--- src/rtl/nn_seq_driver_if.sv ---
// Operand/result handshake bundle between nn_seq_driver and its source/sink.
// Valid/ready: a beat transfers on a rising clk edge where valid and ready are both 1;
// the sender keeps valid and payload stable until that edge, ready may change at any time.
interface nn_seq_driver_if #(
    parameter int SIZE = 32
);
    logic            in_valid;
    logic            in_ready;
    logic [SIZE-1:0] in_data_1;
    logic [SIZE-1:0] in_data_2;
    logic            res_valid;
    logic            res_ready;
    logic [SIZE-1:0] res_data;
    logic            res_ovf;
    logic            res_zero;
    logic            res_timeout;

    modport master (
        output in_valid, in_data_1, in_data_2, res_ready,
        input  in_ready, res_valid, res_data, res_ovf, res_zero, res_timeout
    );

    modport slave (
        input  in_valid, in_data_1, in_data_2, res_ready,
        output in_ready, res_valid, res_data, res_ovf, res_zero, res_timeout
    );
endinterface

--- src/rtl/nn_seq_driver.sv ---
// Runs one operand pair at a time through the nn datapath and returns a flagged result.
// Define NN_SEQ_TIMEOUT_EN to build the S_FIRE/S_WAIT watchdog (limit TIMEOUT cycles).
module nn_seq_driver #(
    parameter int SIZE       = 32,
    parameter int RST_CYCLES = 2,
    parameter int CNT_W      = 16,
    parameter int TIMEOUT    = 64
) (
    input  logic             clk,
    input  logic             resetn,
    nn_seq_driver_if.slave   bus,
    output logic [SIZE-1:0]  nn_input_1,
    output logic [SIZE-1:0]  nn_input_2,
    output logic             nn_enable,
    output logic             nn_resetn,
    input  logic [2:0]       nn_state,
    input  logic [SIZE-1:0]  nn_final_output,
    input  logic             nn_total_ovf,
    input  logic             nn_total_zero,
    output logic [CNT_W-1:0] sample_cnt,
    output logic [CNT_W-1:0] ovf_cnt,
    output logic [2:0]       dbg_state
);
    typedef enum logic [2:0] {
        S_IDLE   = 3'd0,
        S_RST    = 3'd1,
        S_ARM    = 3'd2,
        S_FIRE   = 3'd3,
        S_WAIT   = 3'd4,
        S_SETTLE = 3'd5,
        S_RESULT = 3'd6
    } state_t;

    localparam logic [2:0] NN_DEACTIVATED = 3'b000;
    localparam logic [2:0] NN_IDLE        = 3'b110;

    localparam int               RST_W    = $clog2(RST_CYCLES + 1);
    localparam logic [RST_W-1:0] RST_LAST = RST_W'(RST_CYCLES - 1);

    if (RST_CYCLES < 1 || TIMEOUT < 1) begin : g_bad_params
        $error("nn_seq_driver: RST_CYCLES and TIMEOUT must be at least 1");
    end

    state_t           state;
    state_t           state_next;
    logic [RST_W-1:0] rst_cnt;
    logic             accept;
    logic             capture;

`ifdef NN_SEQ_TIMEOUT_EN
    localparam int              WD_W    = $clog2(TIMEOUT + 1);
    localparam logic [WD_W-1:0] WD_LAST = WD_W'(TIMEOUT - 1);

    logic [WD_W-1:0] wd_cnt;
    logic            expire;

    // Counts every cycle spent waiting on nn; cleared whenever we are elsewhere.
    always_ff @(posedge clk or negedge resetn) begin
        if (!resetn) begin
            wd_cnt <= '0;
        end else if (state == S_FIRE || state == S_WAIT) begin
            wd_cnt <= wd_cnt + WD_W'(1);
        end else begin
            wd_cnt <= '0;
        end
    end
`endif

    always_ff @(posedge clk or negedge resetn) begin
        if (!resetn) begin
            state <= S_IDLE;
        end else begin
            state <= state_next;
        end
    end

    always_ff @(posedge clk or negedge resetn) begin
        if (!resetn) begin
            rst_cnt <= '0;
        end else if (state == S_RST) begin
            rst_cnt <= rst_cnt + RST_W'(1);
        end else begin
            rst_cnt <= '0;
        end
    end

    always_comb begin
        state_next = state;
        accept     = 1'b0;
        capture    = 1'b0;
`ifdef NN_SEQ_TIMEOUT_EN
        expire     = 1'b0;
`endif
        case (state)
            S_IDLE: begin
                if (bus.in_valid && bus.in_ready) begin
                    accept     = 1'b1;
                    state_next = S_RST;
                end
            end
            S_RST: begin
                if (rst_cnt == RST_LAST) begin
                    state_next = S_ARM;
                end
            end
            S_ARM:  state_next = S_FIRE;
            S_FIRE: begin
                if (nn_state != NN_DEACTIVATED) begin
                    state_next = S_WAIT;
                end
            end
            S_WAIT: begin
                if (nn_state == NN_IDLE) begin
                    state_next = S_SETTLE;
                end
            end
            S_SETTLE: begin
                capture    = 1'b1;
                state_next = S_RESULT;
            end
            S_RESULT: begin
                if (bus.res_valid && bus.res_ready) begin
                    state_next = S_IDLE;
                end
            end
            default: state_next = S_IDLE;
        endcase
`ifdef NN_SEQ_TIMEOUT_EN
        // Expiry overrides whatever nn reports on the same edge.
        if ((state == S_FIRE || state == S_WAIT) && wd_cnt == WD_LAST) begin
            expire     = 1'b1;
            state_next = S_RESULT;
        end
`endif
    end

    // Control outputs are registered from the next state so they line up with state.
    always_ff @(posedge clk or negedge resetn) begin
        if (!resetn) begin
            bus.in_ready  <= 1'b0;
            bus.res_valid <= 1'b0;
            bus.res_data  <= '0;
            bus.res_ovf   <= 1'b0;
            bus.res_zero  <= 1'b0;
`ifdef NN_SEQ_TIMEOUT_EN
            bus.res_timeout <= 1'b0;
`endif
            nn_resetn     <= 1'b0;
            nn_enable     <= 1'b0;
            nn_input_1    <= '0;
            nn_input_2    <= '0;
            sample_cnt    <= '0;
            ovf_cnt       <= '0;
        end else begin
            bus.in_ready  <= (state_next == S_IDLE);
            bus.res_valid <= (state_next == S_RESULT);
            nn_resetn     <= (state_next != S_RST);
            nn_enable     <= (state_next == S_FIRE);
            if (accept) begin
                nn_input_1 <= bus.in_data_1;
                nn_input_2 <= bus.in_data_2;
            end
            if (capture) begin
                sample_cnt <= sample_cnt + CNT_W'(1);
                if (nn_total_ovf) begin
                    bus.res_data <= '1;
                    bus.res_ovf  <= 1'b1;
                    bus.res_zero <= 1'b0;
                    ovf_cnt      <= ovf_cnt + CNT_W'(1);
                end else begin
                    bus.res_data <= nn_final_output;
                    bus.res_ovf  <= 1'b0;
                    bus.res_zero <= nn_total_zero;
                end
`ifdef NN_SEQ_TIMEOUT_EN
                bus.res_timeout <= 1'b0;
`endif
            end
`ifdef NN_SEQ_TIMEOUT_EN
            if (expire) begin
                sample_cnt      <= sample_cnt + CNT_W'(1);
                bus.res_data    <= '1;
                bus.res_ovf     <= 1'b0;
                bus.res_zero    <= 1'b0;
                bus.res_timeout <= 1'b1;
            end
`endif
        end
    end

`ifndef NN_SEQ_TIMEOUT_EN
    assign bus.res_timeout = 1'b0;
`endif

    assign dbg_state = state;
endmodule
--- src/flat_wrapper.sv ---
// flat-port wrapper written by rule: the top's interface ports become plain ports
module nn_seq_driver_flat 
#(
    parameter int SIZE       = 32,
    parameter int RST_CYCLES = 2,
    parameter int CNT_W      = 16,
    parameter int TIMEOUT    = 64
)
  (clk, resetn, nn_input_1, nn_input_2, nn_enable, nn_resetn, nn_state, nn_final_output, nn_total_ovf, nn_total_zero, sample_cnt, ovf_cnt, dbg_state, bus_in_valid, bus_in_data_1, bus_in_data_2, bus_res_ready, bus_in_ready, bus_res_valid, bus_res_data, bus_res_ovf, bus_res_zero, bus_res_timeout);
  nn_seq_driver_if #(.SIZE(SIZE)) bus_i ();
  input  logic clk;
  input  logic resetn;
  output logic [SIZE-1:0] nn_input_1;
  output logic [SIZE-1:0] nn_input_2;
  output logic nn_enable;
  output logic nn_resetn;
  input  logic [2:0] nn_state;
  input  logic [SIZE-1:0] nn_final_output;
  input  logic nn_total_ovf;
  input  logic nn_total_zero;
  output logic [CNT_W-1:0] sample_cnt;
  output logic [CNT_W-1:0] ovf_cnt;
  output logic [2:0] dbg_state;
  input wire logic [$bits(bus_i.in_valid)-1:0] bus_in_valid;
  input wire logic [$bits(bus_i.in_data_1)-1:0] bus_in_data_1;
  input wire logic [$bits(bus_i.in_data_2)-1:0] bus_in_data_2;
  input wire logic [$bits(bus_i.res_ready)-1:0] bus_res_ready;
  output wire logic [$bits(bus_i.in_ready)-1:0] bus_in_ready;
  output wire logic [$bits(bus_i.res_valid)-1:0] bus_res_valid;
  output wire logic [$bits(bus_i.res_data)-1:0] bus_res_data;
  output wire logic [$bits(bus_i.res_ovf)-1:0] bus_res_ovf;
  output wire logic [$bits(bus_i.res_zero)-1:0] bus_res_zero;
  output wire logic [$bits(bus_i.res_timeout)-1:0] bus_res_timeout;
  assign bus_i.in_valid = bus_in_valid;
  assign bus_i.in_data_1 = bus_in_data_1;
  assign bus_i.in_data_2 = bus_in_data_2;
  assign bus_i.res_ready = bus_res_ready;
  assign bus_in_ready = bus_i.in_ready;
  assign bus_res_valid = bus_i.res_valid;
  assign bus_res_data = bus_i.res_data;
  assign bus_res_ovf = bus_i.res_ovf;
  assign bus_res_zero = bus_i.res_zero;
  assign bus_res_timeout = bus_i.res_timeout;
  nn_seq_driver #(.SIZE(SIZE), .RST_CYCLES(RST_CYCLES), .CNT_W(CNT_W), .TIMEOUT(TIMEOUT)) u_core (.clk(clk), .resetn(resetn), .bus(bus_i), .nn_input_1(nn_input_1), .nn_input_2(nn_input_2), .nn_enable(nn_enable), .nn_resetn(nn_resetn), .nn_state(nn_state), .nn_final_output(nn_final_output), .nn_total_ovf(nn_total_ovf), .nn_total_zero(nn_total_zero), .sample_cnt(sample_cnt), .ovf_cnt(ovf_cnt), .dbg_state(dbg_state));
endmodule
--- config.mk ---
export PLATFORM = sky130hd
export DESIGN_NAME = nn_seq_driver_flat
export DESIGN_NICKNAME = d
export VERILOG_FILES = /design/src/rtl/nn_seq_driver_if.sv /design/src/rtl/nn_seq_driver.sv /design/src/flat_wrapper.sv
export SDC_FILE = /design/constraint.sdc
export NUM_CORES = 1
export LEC_CHECK = 0
export ABC_CLOCK_PERIOD_IN_PS = 1500
export BUFFER_PORTS_ARGS = -buffer_cell sky130_fd_sc_hd__buf_2
export CAP_MARGIN = 10
export CORE_MARGIN = 2
export CORE_UTILIZATION = 42
export DETAILED_ROUTE_END_ITERATION = 8
export PLACE_DENSITY = 0.81
export SYNTH_ARGS = -nofsm -noshare
export SYNTH_HDL_FRONTEND = slang
export SYNTH_SLANG_ARGS = --single-unit
--- constraint.sdc ---
create_clock -name clk -period 1.5 [get_ports clk]
set_input_delay 0 -clock clk [delete_from_list [all_inputs] [get_ports clk]]
set_output_delay 0 -clock clk [all_outputs]
set_load 0.03 [all_outputs]
==> reports/qor.yml <==
logic_synthesis:
  synth_warnings: 0
  synth_ff_type: "dfrtp_1"
  ys_ff_latch: 139
  synth_edf_count: 0
  syn-num-nets: 547
  synthesis.area_um2: 5540
  syn_area_per_cell_um2: 12.6
  synthCells: 439
  ys_seq_area_share_pct: 62.8
  synth_top_area_share_pct: 62.8
  yosys.area.top_type: "dfrtp_1"
  async_flop_share_pct: 100
  synth_area_leaders: "dfrtp_1 (63%), mux2_2 (13%), nand2_1 (3.6%), xnor2_1 (3.3%), o21ai_0 (3.0%)"
  yosysUniqueCellTypes: 37
sta:
  setup_viol: 68
  finalCritPeriodShare_pct: 107
  rsz0062_at_grt: "true"
  setup_ws_ns: -0.0994
  timing.setup.tns_ns: -4.25
  drv_slew: 0
  hold_ws_ns: 0.0143
  hold_violations: 0
  skew_ns: 0.00844
  fmax_mhz: 625
  fin_crit_ns: 1.60
clock_tree:
  cts_tree: "done"
  clkSinkCount: 139
  cts_buffers: 17
  clk_latency_ns: 0.42
  clk_pin_slew_ns: 0.06
  clockBufferDepth: 2
  cts-root-buf: "clkbuf_16"
  h-tree-depth: 4
worst_setup_path:
  criticalPathCategory: "reg2reg"
  worstPathArrival_ns: 1.91
  critPathTopFamily: "flip-flops"
  cp-start-kind: "flop"
  critPathMaxFanout: 14
  critPathMaxStageDelay_ns: 0.42
  path_cells: "nor3_4 -> nor2b_4 -> buf_12 -> buf_4 -> mux2_2"
  crit_slowest_cell: "dfrtp_2"
  crit_buf_inv: 2
  worst_setup_path_end_kind: "flop"
  cp_data_required_time_ns: 1.81
placed_design:
  place_worst_setup_slack_ns: -0.0892
  placed_cells: 863
  io_buffers: 241
  dp_hpwl_um: 10800
  place_congestion: 0.848
finish:
  diodes: 0
  seqCellArea_um2: 3490
  fillerInstances: 765
  drive_above_1_share_pct: 49.1
  multiInputGateArea_um2: 2250
  syn2layout_area_growth_pct: 67.4
  final_nets: 932
  fin_cells: 1009
global_routing:
  grt_start_max_net_pins: 47
  grt_pass1_vias: 5340
  grt_util_all_layers_pct: 26.2
  gr-total-overflow: 0
  grt_pass1_wl_um: 28700
  antenna_found_initial: 0
route:
  first_pass_iters: 7
  vias: 5091
  drt_first_iter_violations: 454
  wl_per_cell_um: 18.2
  drc_errors: 0
  viasPerCell: 5.05
  ant_nets: 0
  wl_um: 18400
worst_hold_path:
  hold_class: "in2reg"
floorplanning:
  start_util_pct: 43.4
  row_count: 41
  die_x_um: 119
  core-area_um2: 12800
  die-height_um: 119
  pin_count: 243
  die_area_um2: 14100
power:
  peakVddDrop_mv: 1.28
  p_per_area_nw_per_um2: 2070
  leakagePower_nw: 4.80
run_status:
  status: "finished, violations left"
  violations: "setup timing"
flow_run:
  cap_viol_max_count: 0
==> where the power goes <==
group | total [mW] | switching [mW] | internal, mW
sequential | 6.25 | 1.01 | 5.24
combinational | 8.43 | 5.21 | 3.22
clock | 4.49 | 1.63 | 2.87
==> stage by stage <==
| stage | total power [mW] | cell area [um2] | util [%] |
|---|---|---|---|
| floorplan | 11.5 | 5880 | - |
| global placement | 13.7 | 7420 | 58.1 |
| detailed placement | 14.0 | 7420 | 58.1 |
| CTS | 18.8 | 9140 | 71.6 |
| global route | 20.0 | 9280 | 72.7 |
| finish | 19.2 | 9280 | 72.7 |
==> routing by layer <==
layer,track usage [%],vias to the layer above,share of wire (%)
met4,9.23,0,2.9
met2,44.6,257,52
li1,-,2262,-
met3,7.81,51,6.9
met1,31.6,2521,38
met5,0,-,0
==> timing repair <==
| action | 4_1_cts | 5_1_grt |
|---|---|---|
| hold buffers | 102 | 0 |
| gates resized for setup | 9 | 14 |
| endpoints found under the setup margin | 92 | 91 |
| pin swaps | 2 | 11 |
| setup buffers | 3 | 7 |
| hold endpoints to repair | 240 | 0 |
| cloned | 1 | 1 |
==> tightest hold or removal path, cell delays in order <==
cell and delay (ns):
buf_2 0.10, nand2_1 0.14, a32o_1 0.15
==> state kept, by name, indices dropped and copies added (netlist names) <==
signal,cells
u_core.ovf_cnt,16
u_core.nn_enable,1
u_core.bus.res_data,32
u_core.bus.in_ready,1
u_core.sample_cnt,16
u_core.bus.res_zero,1
u_core.nn_input_2,32
u_core.rst_cnt,2
u_core.nn_resetn,1
u_core.nn_input_1,32
u_core.dbg_state,3
u_core.bus.res_valid,1
u_core.bus.res_ovf,1
==> cells in the mapped netlist, types with 5 or more instances <==
cell type	count
buf_6	7
clkbuf_1	10
dfrtp_1	139
mux2_2	65
nand2_1	53
nand3_1	12
nand4_1	6
nor2_1	40
nor3_1	5
o21ai_0	33
xnor2_1	21
xor2_1	9
==> cell type report <==
class,instances,share of cell area [%]
flip-flops and latches,139,37.6
repair buffers,388,28.8
multi-input cells,274,24.3
clock buffers,21,4.96
well taps,172,2.32
clock inverters,11,1.82
inverters,4,0.162
==> logic make-up (layout without fill, tap and decap cells) <==
kind of cell               after synthesis  in the layout  share of synthesized area, %
AOI/OAI and AO/OA                       41             41                          4.11
DFF                                    139            139                          62.8
other                                    1              1                        0.0677
buffers and inverters                   27            424                          3.05
adders and majority gates                3              3                         0.677
and+or+nand+nor                        132            133                          11.2
muxes                                   66             66                          13.4
xor gates and xnor gates                30             30                          4.74
==> path summary, 6_finish.rpt <==
path	start	endpoint	slack [ns]	depth (start not counted)
setup / recovery	u_core.dbg_state[2]$_DFF_PN0_	u_core.nn_input_2[17]$_DFFE_PN0P_	-0.1	5
hold / removal	bus_in_valid	u_core.bus.in_ready$_DFF_PN0_	0.01	3
setup reg to reg	u_core.dbg_state[2]$_DFF_PN0_	u_core.nn_input_2[17]$_DFFE_PN0P_	-0.1	5
hold reg to reg	u_core.rst_cnt[0]$_DFF_PN0_	u_core.rst_cnt[0]$_DFF_PN0_	0.44	1
max in group asynchronous	resetn	u_core.nn_input_2[22]$_DFFE_PN0P_	0.86	3
min in group asynchronous	resetn	u_core.nn_input_1[11]$_DFFE_PN0P_	0.03	2
==> cells in the final DEF, fill, tap and decap left out, types with 5 or more instances in the layout <==
cell / Yosys / final
dfrtp_1: 139 / 130
mux2_2: 65 / 5
o21ai_0: 33 / 32
nand4_1: 6 / 6
buf_4: 3 / 34
dlygate4sd3_1: 0 / 102
buf_2: 3 / 240
xor2_1: 9 / 9
xnor2_1: 21 / 21
buf_6: 7 / 6
dfrtp_2: 0 / 9
mux2_4: 0 / 60
nand3_1: 12 / 8
nor2_1: 40 / 39
clkbuf_16: 0 / 18
nand2_1: 53 / 51
No activity file was read; power rests on OpenSTA's default activity.
